### src/rtl/pll_reset_ctrl_pkg.sv
// Shared definitions for the PLL reset sequencer: FSM state encodings and sizing helpers.
// The state encodings are also decoded by the PLL wrapper and the debug mux.
package pll_reset_ctrl_pkg;

    localparam int STATE_W = 3;

    typedef enum logic [STATE_W-1:0] {
        ST_IDLE      = 3'd0,
        ST_HOLD      = 3'd1,
        ST_WAIT_LOCK = 3'd2,
        ST_STABLE    = 3'd3,
        ST_RUN       = 3'd4,
        ST_FAULT     = 3'd5
    } pll_state_t;

    function automatic int max3(input int a, input int b, input int c);
        int m;
        m = (a > b) ? a : b;
        return (m > c) ? m : c;
    endfunction

endpackage

### src/rtl/pll_reset_ctrl_if.sv
// Control/status bundle between the PLL reset sequencer and its environment.
interface pll_reset_ctrl_if;

    logic                                 enable;
    logic                                 pll_lock;
    logic                                 pll_resetb;
    logic                                 pll_ready;
    logic                                 fault;
    logic [3:0]                           retry_cnt;
    logic [7:0]                           loss_cnt;
    logic [pll_reset_ctrl_pkg::STATE_W-1:0] state_dbg;

    modport master (
        output enable, pll_lock,
        input  pll_resetb, pll_ready, fault, retry_cnt, loss_cnt, state_dbg
    );

    modport slave (
        input  enable, pll_lock,
        output pll_resetb, pll_ready, fault, retry_cnt, loss_cnt, state_dbg
    );

endinterface

### src/rtl/pll_reset_ctrl_sync_2ff.sv
// Generic 1-bit two-flop synchronizer with asynchronous active-low reset.
module pll_reset_ctrl_sync_2ff (
    input  logic clk,
    input  logic rst_n,
    input  logic d_i,
    output logic q_o
);

    logic meta_q;
    logic sync_q;

    always_ff @(posedge clk or negedge rst_n) begin
        if (!rst_n) begin
            meta_q <= 1'b0;
            sync_q <= 1'b0;
        end else begin
            meta_q <= d_i;
            sync_q <= meta_q;
        end
    end

    assign q_o = sync_q;

endmodule

### src/rtl/pll_reset_ctrl.sv
// PLL reset sequencer: timed reset hold, lock wait with timeout and retry, lock qualification.
//   state     | meaning
//   IDLE      | disabled, PLL held in reset
//   HOLD      | PLL held in reset for RESET_CYCLES
//   WAIT_LOCK | reset released, waiting up to LOCK_TIMEOUT for lock
//   STABLE    | lock seen, qualifying for LOCK_STABLE consecutive cycles
//   RUN       | lock qualified, pll_ready high
//   FAULT     | MAX_RETRY consecutive timeouts, sticky until enable drops
module pll_reset_ctrl
    import pll_reset_ctrl_pkg::*;
#(
    parameter int RESET_CYCLES = 16,
    parameter int LOCK_TIMEOUT = 4096,
    parameter int LOCK_STABLE  = 256,
    parameter int MAX_RETRY    = 3
) (
    input  logic             clk,
    input  logic             rst_n,
    pll_reset_ctrl_if.slave  pll_if
);

    localparam int CNT_MAX = max3(RESET_CYCLES, LOCK_TIMEOUT, LOCK_STABLE);
    localparam int CW      = $clog2(CNT_MAX + 1);

    localparam logic [CW-1:0] RESET_LAST   = CW'(RESET_CYCLES - 1);
    localparam logic [CW-1:0] TIMEOUT_LAST = CW'(LOCK_TIMEOUT - 1);
    localparam logic [CW-1:0] STABLE_LAST  = CW'(LOCK_STABLE - 1);
    localparam logic [3:0]    RETRY_LIMIT  = 4'(MAX_RETRY);

    pll_state_t    state_q, state_d;
    logic [CW-1:0] cnt_q, cnt_d;
    logic [3:0]    retry_q, retry_d;
    logic [3:0]    retry_inc;
    logic [7:0]    loss_q, loss_d;
    logic          resetb_q, resetb_d;
    logic          ready_q, ready_d;
    logic          fault_q, fault_d;
    logic          lock_s;

    pll_reset_ctrl_sync_2ff u_lock_sync (
        .clk   (clk),
        .rst_n (rst_n),
        .d_i   (pll_if.pll_lock),
        .q_o   (lock_s)
    );

    assign retry_inc = retry_q + 4'd1;

    always_ff @(posedge clk or negedge rst_n) begin
        if (!rst_n) begin
            state_q  <= ST_IDLE;
            cnt_q    <= '0;
            retry_q  <= 4'd0;
            loss_q   <= 8'd0;
            resetb_q <= 1'b0;
            ready_q  <= 1'b0;
            fault_q  <= 1'b0;
        end else begin
            state_q  <= state_d;
            cnt_q    <= cnt_d;
            retry_q  <= retry_d;
            loss_q   <= loss_d;
            resetb_q <= resetb_d;
            ready_q  <= ready_d;
            fault_q  <= fault_d;
        end
    end

    always_comb begin
        state_d = state_q;
        retry_d = retry_q;
        loss_d  = loss_q;

        unique case (state_q)
            ST_IDLE: begin
                if (pll_if.enable) state_d = ST_HOLD;
            end
            ST_HOLD: begin
                if (cnt_q == RESET_LAST) state_d = ST_WAIT_LOCK;
            end
            ST_WAIT_LOCK: begin
                if (lock_s) begin
                    state_d = ST_STABLE;
                end else if (cnt_q == TIMEOUT_LAST) begin
                    retry_d = retry_inc;
                    state_d = (retry_inc == RETRY_LIMIT) ? ST_FAULT : ST_HOLD;
                end
            end
            ST_STABLE: begin
                if (!lock_s) begin
                    state_d = ST_WAIT_LOCK;
                end else if (cnt_q == STABLE_LAST) begin
                    state_d = ST_RUN;
                    retry_d = 4'd0;
                end
            end
            ST_RUN: begin
                if (!lock_s) begin
                    state_d = ST_HOLD;
                    if (loss_q != 8'hFF) loss_d = loss_q + 8'd1;
                end
            end
            ST_FAULT: begin
                state_d = ST_FAULT;
            end
            default: begin
                state_d = ST_IDLE;
            end
        endcase

        // Dropping enable wins over any transition decided above.
        if (!pll_if.enable) begin
            state_d = ST_IDLE;
            retry_d = 4'd0;
        end

        cnt_d = '0;
        if ((state_d == state_q) &&
            ((state_q == ST_HOLD) || (state_q == ST_WAIT_LOCK) || (state_q == ST_STABLE))) begin
            cnt_d = cnt_q + CW'(1);
        end

        resetb_d = (state_d == ST_WAIT_LOCK) || (state_d == ST_STABLE) || (state_d == ST_RUN);
        ready_d  = (state_d == ST_RUN);
        fault_d  = (state_d == ST_FAULT);
    end

    assign pll_if.pll_resetb = resetb_q;
    assign pll_if.pll_ready  = ready_q;
    assign pll_if.fault      = fault_q;
    assign pll_if.retry_cnt  = retry_q;
    assign pll_if.loss_cnt   = loss_q;
    assign pll_if.state_dbg  = state_q;

endmodule
### src/flat_wrapper.sv
// flat-port wrapper written by rule: the top's interface ports become plain ports
module pll_reset_ctrl_flat import pll_reset_ctrl_pkg::*;
#(
    parameter int RESET_CYCLES = 16,
    parameter int LOCK_TIMEOUT = 4096,
    parameter int LOCK_STABLE  = 256,
    parameter int MAX_RETRY    = 3
)
  (clk, rst_n, pll_if_enable, pll_if_pll_lock, pll_if_pll_resetb, pll_if_pll_ready, pll_if_fault, pll_if_retry_cnt, pll_if_loss_cnt, pll_if_state_dbg);
  pll_reset_ctrl_if pll_if_i ();
  input  logic clk;
  input  logic rst_n;
  input wire logic [$bits(pll_if_i.enable)-1:0] pll_if_enable;
  input wire logic [$bits(pll_if_i.pll_lock)-1:0] pll_if_pll_lock;
  output wire logic [$bits(pll_if_i.pll_resetb)-1:0] pll_if_pll_resetb;
  output wire logic [$bits(pll_if_i.pll_ready)-1:0] pll_if_pll_ready;
  output wire logic [$bits(pll_if_i.fault)-1:0] pll_if_fault;
  output wire logic [$bits(pll_if_i.retry_cnt)-1:0] pll_if_retry_cnt;
  output wire logic [$bits(pll_if_i.loss_cnt)-1:0] pll_if_loss_cnt;
  output wire logic [$bits(pll_if_i.state_dbg)-1:0] pll_if_state_dbg;
  assign pll_if_i.enable = pll_if_enable;
  assign pll_if_i.pll_lock = pll_if_pll_lock;
  assign pll_if_pll_resetb = pll_if_i.pll_resetb;
  assign pll_if_pll_ready = pll_if_i.pll_ready;
  assign pll_if_fault = pll_if_i.fault;
  assign pll_if_retry_cnt = pll_if_i.retry_cnt;
  assign pll_if_loss_cnt = pll_if_i.loss_cnt;
  assign pll_if_state_dbg = pll_if_i.state_dbg;
  pll_reset_ctrl #(.RESET_CYCLES(RESET_CYCLES), .LOCK_TIMEOUT(LOCK_TIMEOUT), .LOCK_STABLE(LOCK_STABLE), .MAX_RETRY(MAX_RETRY)) u_core (.clk(clk), .rst_n(rst_n), .pll_if(pll_if_i));
endmodule
### config.mk
export PLATFORM = sky130hd
export DESIGN_NAME = pll_reset_ctrl_flat
export DESIGN_NICKNAME = d
export VERILOG_FILES = /design/src/rtl/pll_reset_ctrl_pkg.sv /design/src/rtl/pll_reset_ctrl_if.sv /design/src/rtl/pll_reset_ctrl_sync_2ff.sv /design/src/rtl/pll_reset_ctrl.sv /design/src/flat_wrapper.sv
export SDC_FILE = /design/constraint.sdc
export NUM_CORES = 1
export LEC_CHECK = 0
export ABC_AREA = 1
export CAP_MARGIN = 20
export CORE_UTILIZATION = 56
export DETAILED_ROUTE_END_ITERATION = 10
export DONT_BUFFER_PORTS = 1
export PLACE_DENSITY = 0.83
export SLEW_MARGIN = 20
export SYNTH_ARGS = -nofsm -noshare
export SYNTH_HDL_FRONTEND = slang
export SYNTH_SLANG_ARGS = --single-unit
export TNS_END_PERCENT = 30
### constraint.sdc
create_clock -name clk -period 1.9 [get_ports clk]
set_clock_uncertainty 0.1 [all_clocks]
set_input_delay 0.19 -clock clk [delete_from_list [all_inputs] [get_ports clk]]
set_output_delay 0.19 -clock clk [all_outputs]
set_load 0.01 [all_outputs]
# Word level (Yosys, flattened, before mapping)
# Cells that the tools add are included.
# Widths: inputs -> output; s select.
# classes
add_sub_neg,3
n_eq_ne,20
muxes,16
n_bitwise,1
n_reduce_logical,8
# op_table
op,n
$mux 3,8
$mux 4,5
$pmux 3 s6,1
$add 13x1->13 const B,1
$eq 13x12->1 const B,1
$eq 13x4->1 const B,1
$eq 13x8->1 const B,1
$mux 13,1
$eq 3x2->1 const B,4
$eq 3x3->1 const B,4
$add 8x1->8 const B,1
$ne 8x8->1 const B,1
$pmux 4 s2,1
$ne 3x2->1 const B,2
$ne 3x3->1 const B,2
$reduce_and 5->1,1
$add 4x1->4 const B,1
$eq 4x2->1 const B,1
$logic_or 1x1->1,4
$eq 3x1->1 const B,1
$eq 3x3->1,1
$logic_not 3->1,1
$ne 3x1->1 const B,1
$reduce_and 3->1,1
other kinds (2),2
# totals
regBits,33
input_bits,4
out_inout_bits,18
wordCells,57

# Longest topological paths before layout
# Gate-level depths: netlist of run 1.
# depth
ltp_word,10
depth_mapped,14
ltp_nobuf,13

# Modules after synthesis
# From an unflattened synthesis of run 1, not the netlist that was laid out.
# unflattened
hier_cells,204
area_unflattened_um2,1843.0
# by_module_without_submodules
module,n_inst,cells_each,area_per_inst_um2,seq_area_each_um2
pll_reset_ctrl,1,202,1793.0,775.7
pll_reset_ctrl_sync_2ff,1,2,50.0,50.0

# Worst setup path after synthesis of run 1
# Ideal clock, no wire load.
# synth_path
kind,flip-flop to flip-flop
from,register u_core.cnt_q[0]
to,register u_core.cnt_q[9]
setup_ns,0.124
t_arrival_ns,1.616
required_time_ns,1.676
slack_ns,0.060
stages_incl_launch_ff,14
n_path_buf,1
period_less_slack_ns,1.840
path_cell_list,dfrtp_1 > ha_1 > nand3_2 > inv_2 > nand2_4 > nor2_1 > nand3_1 > nand2_1 > nand3_2 > nand2_1 > nand2_1 > nand2_2 > buf_6 > nor3_2
# synth_via
elab_chain_len,8
elab_cells_between_ends,14
classes_between,add/sub (1); eq/ne (4); mux (8); reduce/logical (1)
# synth_rtl
item,line_no,rtl
start: declaration,pll_reset_ctrl.sv:31,"logic [CW-1:0] cnt_q, cnt_d;"
start signal: assignment,pll_reset_ctrl.sv:60,cnt_q <= cnt_d;
$eq 13x8->1 or $eq 13x12->1 (tied branches),"pll_reset_ctrl.sv:92, pll_reset_ctrl.sv:84",
"$mux 3, on equally long branches","pll_reset_ctrl.sv:92, pll_reset_ctrl.sv:84",
"$mux 3, on equally long branches","pll_reset_ctrl.sv:90, pll_reset_ctrl.sv:82",
$pmux 3 s6,pll_reset_ctrl.sv:74,unique case (state_q)
$mux 3,pll_reset_ctrl.sv:112,if (!pll_if.enable) begin
$eq 3x3->1,pll_reset_ctrl.sv:118,if ((state_d == state_q) &&
$logic_and 1x1->1,pll_reset_ctrl.sv:118,
$mux 13 (*),pll_reset_ctrl.sv:118,
named net u_core.cnt_d[9],pll_reset_ctrl.sv:31,
# The timed path passes the listed nets; every way through them passes the cells marked *.
# A chain may end at the register's enable or synchronous reset.

# Worst setup path in the final report of run 1
# Same ends and word-level chain as after synthesis.

==> results of run 1 <==
-- report_power, final --
group / switching, uW / internal (uW) / total (uW) / leakage [uW]
combinational: 63.4 / 50.0 / 113 / 0.000579
sequential: 7.19 / 708 / 715 / 0.000449
clock: 228 / 214 / 442 / 0.0000413
-- sequential cells by signal, summed over array words and instances (netlist names) --
signal                     flops
u_core.pll_if.fault            1
u_core.cnt_q                  13
u_core.u_lock_sync.meta_q      1
u_core.pll_if.pll_resetb       1
u_core.pll_if.loss_cnt         8
u_core.pll_if.state_dbg        3
u_core.pll_if.retry_cnt        4
u_core.u_lock_sync.q_o         1
u_core.pll_if.pll_ready        1
-- routing by layer --
layer	wire length [um]	up-vias
li1	-	727
met1	1670	703
met2	1880	41
met3	151	14
met4	126	0
met5	0	-
-- cell usage in the layout, fill, tap and decap left out, drive strengths merged, types with 4 or more instances in the layout --
cell,count
buf,21
clkbuf,9
dfrtp,33
ha,4
inv,25
nand2,48
nand3,18
nor2,26
nor3,16
o21ai,11
xnor2,9
xor2,9
-- how the worst max path moves through the flow --
stage	start	to	slack (ns)
CTS	u_core.cnt_q[1]$_DFF_PN0_	u_core.cnt_q[2]$_DFF_PN0_	0.002
global placement	u_core.cnt_q[1]$_DFF_PN0_	u_core.cnt_q[11]$_DFF_PN0_	0.01
detailed placement	u_core.cnt_q[0]$_DFF_PN0_	u_core.cnt_q[2]$_DFF_PN0_	-0.03
global route	u_core.cnt_q[0]$_DFF_PN0_	u_core.cnt_q[6]$_DFF_PN0_	-0.17
floorplan	u_core.cnt_q[0]$_DFF_PN0_	u_core.cnt_q[9]$_DFF_PN0_	0.06
finish	u_core.cnt_q[0]$_DFF_PN0_	u_core.cnt_q[9]$_DFF_PN0_	-0.04
-- critical path, delay by kind of cell, from the launching register on --
| family | cells | cell delay, ns |
|---|---|---|
| fa+ha+maj | 1 | 0.17 |
| flops | 1 | 0.43 |
| simple gates | 12 | 1.00 |
| buf+inv | 1 | 0.17 |
-- through the flow --
step                area, um^2  setup WS (ns)  TNS, ns
finish                    2340        -0.0382   -0.282
global route              2340         -0.174    -2.12
CTS                       2100        0.00221        0
detailed placement        1950        -0.0283   -0.134
global placement          1950         0.0111        0
floorplan                 1820         0.0598        0
-- cell type report --
type                            count  area (um^2)  area share
Timing Repair Buffer               26          275       0.118
Multi-Input combinational cell    148         1010       0.433
Clock inverter                      1         5.00     0.00214
Clock buffer                        7         65.1      0.0278
Sequential cell                    33          830       0.354
Tap cell                           44         55.1      0.0235
Inverter                           25         96.3      0.0412
-- what timing repair did --
item | 4_1_cts | 5_1_grt
gates resized for setup | 3 | 36
hold endpoints to repair | 41 | 0
hold buffers | 4 | 0
setup buffers | 3 | 7
pin swaps | 2 | 14
endpoints found under the setup margin | 13 | 17
cloned | 0 | 2
-- cells by family after synthesis --
kind of cell,synth area share
and+or+nand+nor,0.323
DFF,0.454
buffers and inverters,0.0667
xor gates and xnor gates,0.0867
AOI/OAI and AO/OA,0.0426
adders and majority gates,0.0275
==> summary.md, run 1 <==
| Metric | Value |
|---|---|
| Clock latency on the worst-skew pair | between 0.3 and 0.4 ns |
| Nets | 247 |
| H-tree depth | 2 |
| Hold/Removal Path Class | input port to flip-flop |
| EDFF count, synth | 0 |
| Sequential fraction of the synthesis area | 0.454 |
| Slew Viols, Final | 0 |
| Final period utilization | 1.02 |
| Crit path cell chain | ha_4, nand3_4, nor2_4, nand2_1, nand2_1, nand2_1, nor2_2, nand2_2, nand2_2, nand2_2, nand2_2, nand2_4, clkbuf_16, nor3_2 |
| Hold EP | u_core.pll_if.retry_cnt[2]$_DFFE_PN0P_ |
| Global-route wire length before repair | between 5000 and 6000 um |
| M1 GR Usage | 0.290 |
| I/O pins | 22 |
| Share of the synthesized area in the top cell type | 0.454 |
| HP Start | pll_if_enable |
| Fin crit period | roughly 1.9 ns |
| PD cells | between 500 and 600 mW/mm^2 |
| Max-Cap Viols | 0 |
| Hold violation count in the final report | 0 |
| Global-route usage over all layers | 0.225 |
| Failing checks | setup timing |
| Setup slack after layout | -0.0382 ns |
| Crit-path max cell delay | between 0.4 and 0.5 ns |
| WS Path Type | flip-flop to flip-flop |
| Reg2Reg Depth | 14 |
| Std cell rows | 20 |
| RSZ-0062 raised after global routing | true |
| Most common cell in the netlist | nand2_1 |
| Area of the mapped netlist | about 0.0018 mm^2 |
| Die Area | 0.00348 mm^2 |
| Seq cells post-synth | 33 |
| Status | finished, violations left |
| DRC | 0 |
| CP arrival | between 2 and 2.5 ns |
| TritonCTS clock tree | yes |
| Drt wl/cell | approximately 13 um |
| Chip height | slightly below 60 um |
| Grt ovf | 0 |
| Initial antenna violation count | 0 |
| Via/cell ratio | 5.23 |
| Drt pass-1 iters | 4 |
| CP required | 2.06 ns |
| Cell depth of the worst hold path | 2 |
| Avg Cell Area, Syn | 8.70 um^2 |
| Net Count, Synth | around 220 |
| Asr flop ratio synth | 1.00 |
| Synth area leader | dfrtp_1 |
| GPL Wtd Cong | 0.923 |
| Worst r2r dst | u_core.cnt_q[9]$_DFF_PN0_ |
| Finish-stage setup viols | 13 |
| # diodes | 0 |
| Layer with the highest usage | met2 |
| Routed vias | approximately 1500 |
| Core area | 0.00308 mm^2 |
| R2R setup slack | -0.04 ns |
| Final Power | roughly 1300 uW |
| Clock transition at the registers of the reported paths | roughly 0.10 ns |
| Synth warnings | 0 |
| Layout cells sized above 1 | 0.346 |
| Highest Clock Rate | between 500 and 600 MHz |
| I/O Buffers | 0 |
| Slew @ Worst Pin | between 0.2 and 0.3 ns |
| Top post-synthesis cells by count | 42 x nand2_1, 33 x dfrtp_1, 24 x inv_1, 22 x nor2_1, 14 x nand3_1 |
| Crit start category | flip-flop |
| Worst VDD drop | approximately 0.00065 V |
| Die X | just under 60 um |
| Worst path slowest cell | dfrtp_1 |
| Ys flop type | dfrtp_1 |
| CTS max path bufs | 2 |
| CP Max Fanout | 5 |
| Static Leak | 0.00107 uW |
| Most frequent CP cell | nand2_2 |
| Detailed placement HPWL | 2380 um |
| Area growth from synthesis to layout | 28.7% |
| 1st-iter DRT viols | 46 |
| Initial Utilization | 0.591 |
| Met3 usage | 0.0459 |
| WHS | between 0.03 and 0.04 ns |
| Routed WL | approximately 3800 um |
| Grt met2 use | 0.344 |
| Ranking of synthesized cells by area | dfrtp_1 45%, nand2_1 8.7%, nor3_2 6.6% |
| Largest net degree at the start of global routing | 34 |
| Final Core Density | 0.761 |
| Syn Inst Count | approximately 210 |
| Clk root buf | clkbuf_4 |
| CP endpoint kind | flip-flop |
| RR Startpoint | u_core.cnt_q[0]$_DFF_PN0_ |
| Final ANT Viol Nets | 0 |
| Num CTS Buffers | 5 |
| TritonCTS Sinks | 33 |
| Dpl cells | 260 |
| Synth unique cells | 24 |
| Number of global-route vias before repair | about 1300 |
| Final Non-Filler Cells | between 200 and 300 |
| Slew HR | 0.809 |
| Fill cells | 203 |
(Power assumes the default switching activity.)
==> inputs of run 2 (changes only) <==
--- a/config.mk
+++ b/config.mk
@@ -8,11 +8,13 @@
 export ABC_AREA = 1
 export CAP_MARGIN = 20
 export CORE_UTILIZATION = 56
+export CTS_CLUSTER_SIZE = 12
 export DETAILED_ROUTE_END_ITERATION = 10
 export DONT_BUFFER_PORTS = 1
 export PLACE_DENSITY = 0.83
 export SLEW_MARGIN = 20
 export SYNTH_ARGS = -nofsm -noshare
 export SYNTH_HDL_FRONTEND = slang
+export SYNTH_HIERARCHICAL = 1
 export SYNTH_SLANG_ARGS = --single-unit
 export TNS_END_PERCENT = 30
==> run 2 against run 1 <==
Effect of this change:
- the run ends with hold timing, setup timing left
- non-clock buffer count fell by 5
- first-iteration DRC count rose by 87%
- register-to-register slack got worse by 0.05 ns
- worst setup slack got worse by 0.046 ns
- highest routed layer unchanged
- clock power fell by 21%
- largest cell class unchanged
- critical path depth fell by 2
- fmax fell by 2.3%
- utilization fell by 3.6 points
- area after synthesis rose by 1.3%
- routed wire length rose by 5.3%
==> summary.md, run 2 <==
| Metric | Value |
|---|---|
| Reg2Reg Depth | 12 |
| Die X | ~59 um |
| Final period utilization | 1.04 |
| NetSw | ~320 uW |
| Sequential fraction of the synthesis area | 0.448 |
| Final Core Density | 0.724 |
| Int Power | 917 uW |
| Routed WL | 4030 um |
| Worst r2r dst | u_core/cnt_q[7]$_DFF_PN0_ |
| Area growth from synthesis to layout | 21.0% |
| Critical Path Sink | u_core/cnt_q[7]$_DFF_PN0_ |
| Most frequent cells in the layout | 31 x dfrtp_1, 26 x nand2_1, 20 x inv_1, 18 x nor2_1 |
| Via/cell ratio | 5.36 |
| Commonest non-fill, non-tap cell in the layout | dfrtp_1 |
| Drt pass-1 iters | 5 |
| Status | finished, violations left |
| I/O Buffers | 0 |
| Die Area | 0.00352 mm^2 |
| Synth unique cells | 29 |
| Initial antenna violation count | 0 |
| CP Max Fanout | 6 |
| Global-route usage over all layers | 0.242 |
| Asr flop ratio synth | 1.00 |
| Synth area leader | dfrtp_1 |
| # diodes | 0 |
| Final ANT Viol Nets | 0 |
| Ys flop type | dfrtp_1 |
| Share of the synthesized area in the top cell type | 0.448 |
| Clock transition at the registers of the reported paths | 0.09 ns |
| Syn Inst Count | just over 200 |
| Final Non-Filler Cells | 272 |
| Area of the mapped netlist | 0.00184 mm^2 |
| Num CTS Buffers | 5 |
| GPL Wtd Cong | 0.900 |
| Slew @ Worst Pin | about 0.34 ns |
| Fill cells | about 240 |
| Seq cells post-synth | 33 |
| CP Launch Point | u_core/cnt_q[1]$_DFF_PN0_ |
| H-tree depth | 2 |
| Sw Ratio | 0.261 |
| Largest net degree at the start of global routing | 34 |
| Avg Cell Area, Syn | between 9 and 10 um^2 |
| Net Count, Synth | 212 |
| TritonCTS clock tree | yes |
| Std cell rows | 20 |
| Setup slack after layout | -0.0838 ns |
| Drt wl/cell | 14.8 um |
| Cell depth of the worst hold path | 2 |
| Global-route wire length before repair | between 6000 and 7000 um |
| Hold Buf Count CTS | 3 |
| Max-Cap Viols | 0 |
| PD cells | ~560 mW/mm^2 |
| Ranking of synthesized cells by area | dfrtp_1 45%, xor2_1 6.2%, nand2_1 5.7% |
| Setup TNS | -0.861 ns |
| RSZ-0062 raised after global routing | true |
| Grt ovf | 0 |
| Clk root buf | clkbuf_4 |
| Detailed placement HPWL | 2480 um |
| RR Startpoint | u_core/cnt_q[1]$_DFF_PN0_ |
| EDFF count, synth | 0 |
| Initial Utilization | 0.599 |
| Core area | roughly 0.003 mm^2 |
| Fin crit period | a little under 2 ns |
| Combinational share of power | 0.133 |
| Largest reg by FF count | u_core/cnt_q |
| I/O pins | 22 |
| DRC | 0 |
| Chip height | 59.4 um |
| Crit start category | flip-flop |
| CP arrival | around 2.1 ns |
| Dpl cells | between 200 and 300 |
| Slew HR | 0.773 |
| Placed inst area | between 0.0015 and 0.002 mm^2 |
| Layout cells sized above 1 | 0.342 |
| R2R setup slack | -0.08 ns |
| Crit-path max cell delay | between 0.3 and 0.4 ns |
| Highest Clock Rate | 504 MHz |
| Hold/Removal Path Class | input port to flip-flop |
| TritonCTS Sinks | 33 |
| Clock share of power | 0.280 |
| Routed vias | 1459 |
| CTS max path bufs | 2 |
| Nets | 237 |
| WHS | -0.119 ns |
| Top post-synthesis cells by count | 33 x dfrtp_1, 28 x nand2_1, 20 x inv_1, 19 x nor2_1, 18 x nand3_1 |
| Clock latency on the worst-skew pair | 0.33 ns |
| Sequential fraction of design power | 0.587 |
| Slew Viols, Final | 0 |
| CP required | 2.05 ns |
| Final Instance Area | around 0.0022 mm^2 |
| Worst VDD drop | approximately 0.00039 V |
| 1st-iter DRT viols | 86 |
| Failing checks | hold timing, setup timing |
| Worst path slowest cell | dfrtp_1 |
| WS Path Type | flip-flop to flip-flop |
| Finish-stage setup viols | 13 |
| Crit path cell chain | ha_2, nand2_1, nor2_2, nand3_2, o21ai_2, nand2_1, nand3_2, nand2_2, nand2_2, nand3_4, clkbuf_16, nor3_2 |
| Max reg flops | 13 |
| Hold violation count in the final report | 9 |
| Synth warnings | 6 |
| Most common cell in the netlist | dfrtp_1 |
| CP endpoint kind | flip-flop |
| Static Leak | just over 0.001 uW |
| Number of global-route vias before repair | around 1400 |
## run 2: cell types whose count changed in the layout (fill, tap and decap cells not counted), sizes merged, moves of 3 or more
cell and delta:
xnor2 -4, nand2 -9, clkbuf -3, xor2 +4, buf -3, nand3 +5
## run 2: layout make-up
| type | count | area [um^2] | area share |
|---|---|---|---|
| Sequential cell | 33 | 828 | 0.371 |
| Tap cell | 44 | 55.1 | 0.0247 |
| Inverter | 23 | 86.3 | 0.0387 |
| Timing Repair Buffer | 21 | 205 | 0.0920 |
| Clock buffer | 5 | 37.5 | 0.0168 |
| Clock inverter | 1 | 5.00 | 0.00224 |
| Multi-Input combinational cell | 145 | 1010 | 0.454 |
## run 2: repair_timing
item / 4_1_cts / 5_1_grt
gates resized for setup: 5 / 18
setup endpoints to repair: 14 / 18
pin swaps: 2 / 1
setup buffers: 0 / 2
cloned: 1 / 1
endpoints found under the hold margin: 41 / 10
## run 2: worst min-delay path by stage
stage | from | end | slack [ns]
floorplan | rst_n | u_core/cnt_q[0]$_DFF_PN0_ | -0.21
global placement | rst_n | u_core/pll_if.state_dbg[2]$_DFF_PN0_ | -0.20
detailed placement | rst_n | u_core/pll_if.state_dbg[2]$_DFF_PN0_ | -0.20
CTS | pll_if_enable | u_core/pll_if.state_dbg[0]$_DFF_PN0_ | -0.14
global route | pll_if_enable | u_core/pll_if.state_dbg[1]$_DFF_PN0_ | -0.14
finish | pll_if_enable | u_core/pll_if.state_dbg[1]$_DFF_PN0_ | -0.12
## run 2: kinds of logic after synthesis
family,share of synthesized area
simple gates,0.325
flops,0.448
buf+inv,0.0665
xor+xnor,0.0855
compound gates,0.0421
fa+ha+maj,0.0272
mux,0.00611
## run 2: worst max-delay path, delay by kind of cell, from the launching register on
family / cells / cell delay [ns]
flip-flops: 1 / 0.37
AO/OA/AOI/OAI: 1 / 0.14
buffers and inverters: 1 / 0.18
adder cells (fa/ha/maj): 1 / 0.21
AND/OR/NAND/NOR: 9 / 0.91
## run 2: metal layers
layer | track usage | vias up | wire length [um]
met1 | 0.292 | 690 | 1680
met4 | 0.102 | 0 | 116
met2 | 0.403 | 50 | 2020
met5 | 0 | - | 0
li1 | - | 707 | -
met3 | 0.0699 | 12 | 210
## run 2: through the flow
step / setup WS (ns) / power [uW] / hold WS [ns]
finish: -0.0838 / 1240 / -0.119
global placement: 0.0241 / 847 / -0.205
CTS: 0.000883 / 1230 / -0.136
floorplan: 0.108 / 809 / -0.206
global route: -0.174 / 1310 / -0.144
detailed placement: -0.0334 / 851 / -0.205
## run 2: power by group through the flow
stage,registers (uW),clock network (uW),logic [uW]
floorplan,750,0,58.5
global placement,742,0,105
detailed placement,742,0,109
CTS,728,367,131
global route,730,397,179
finish,728,347,165
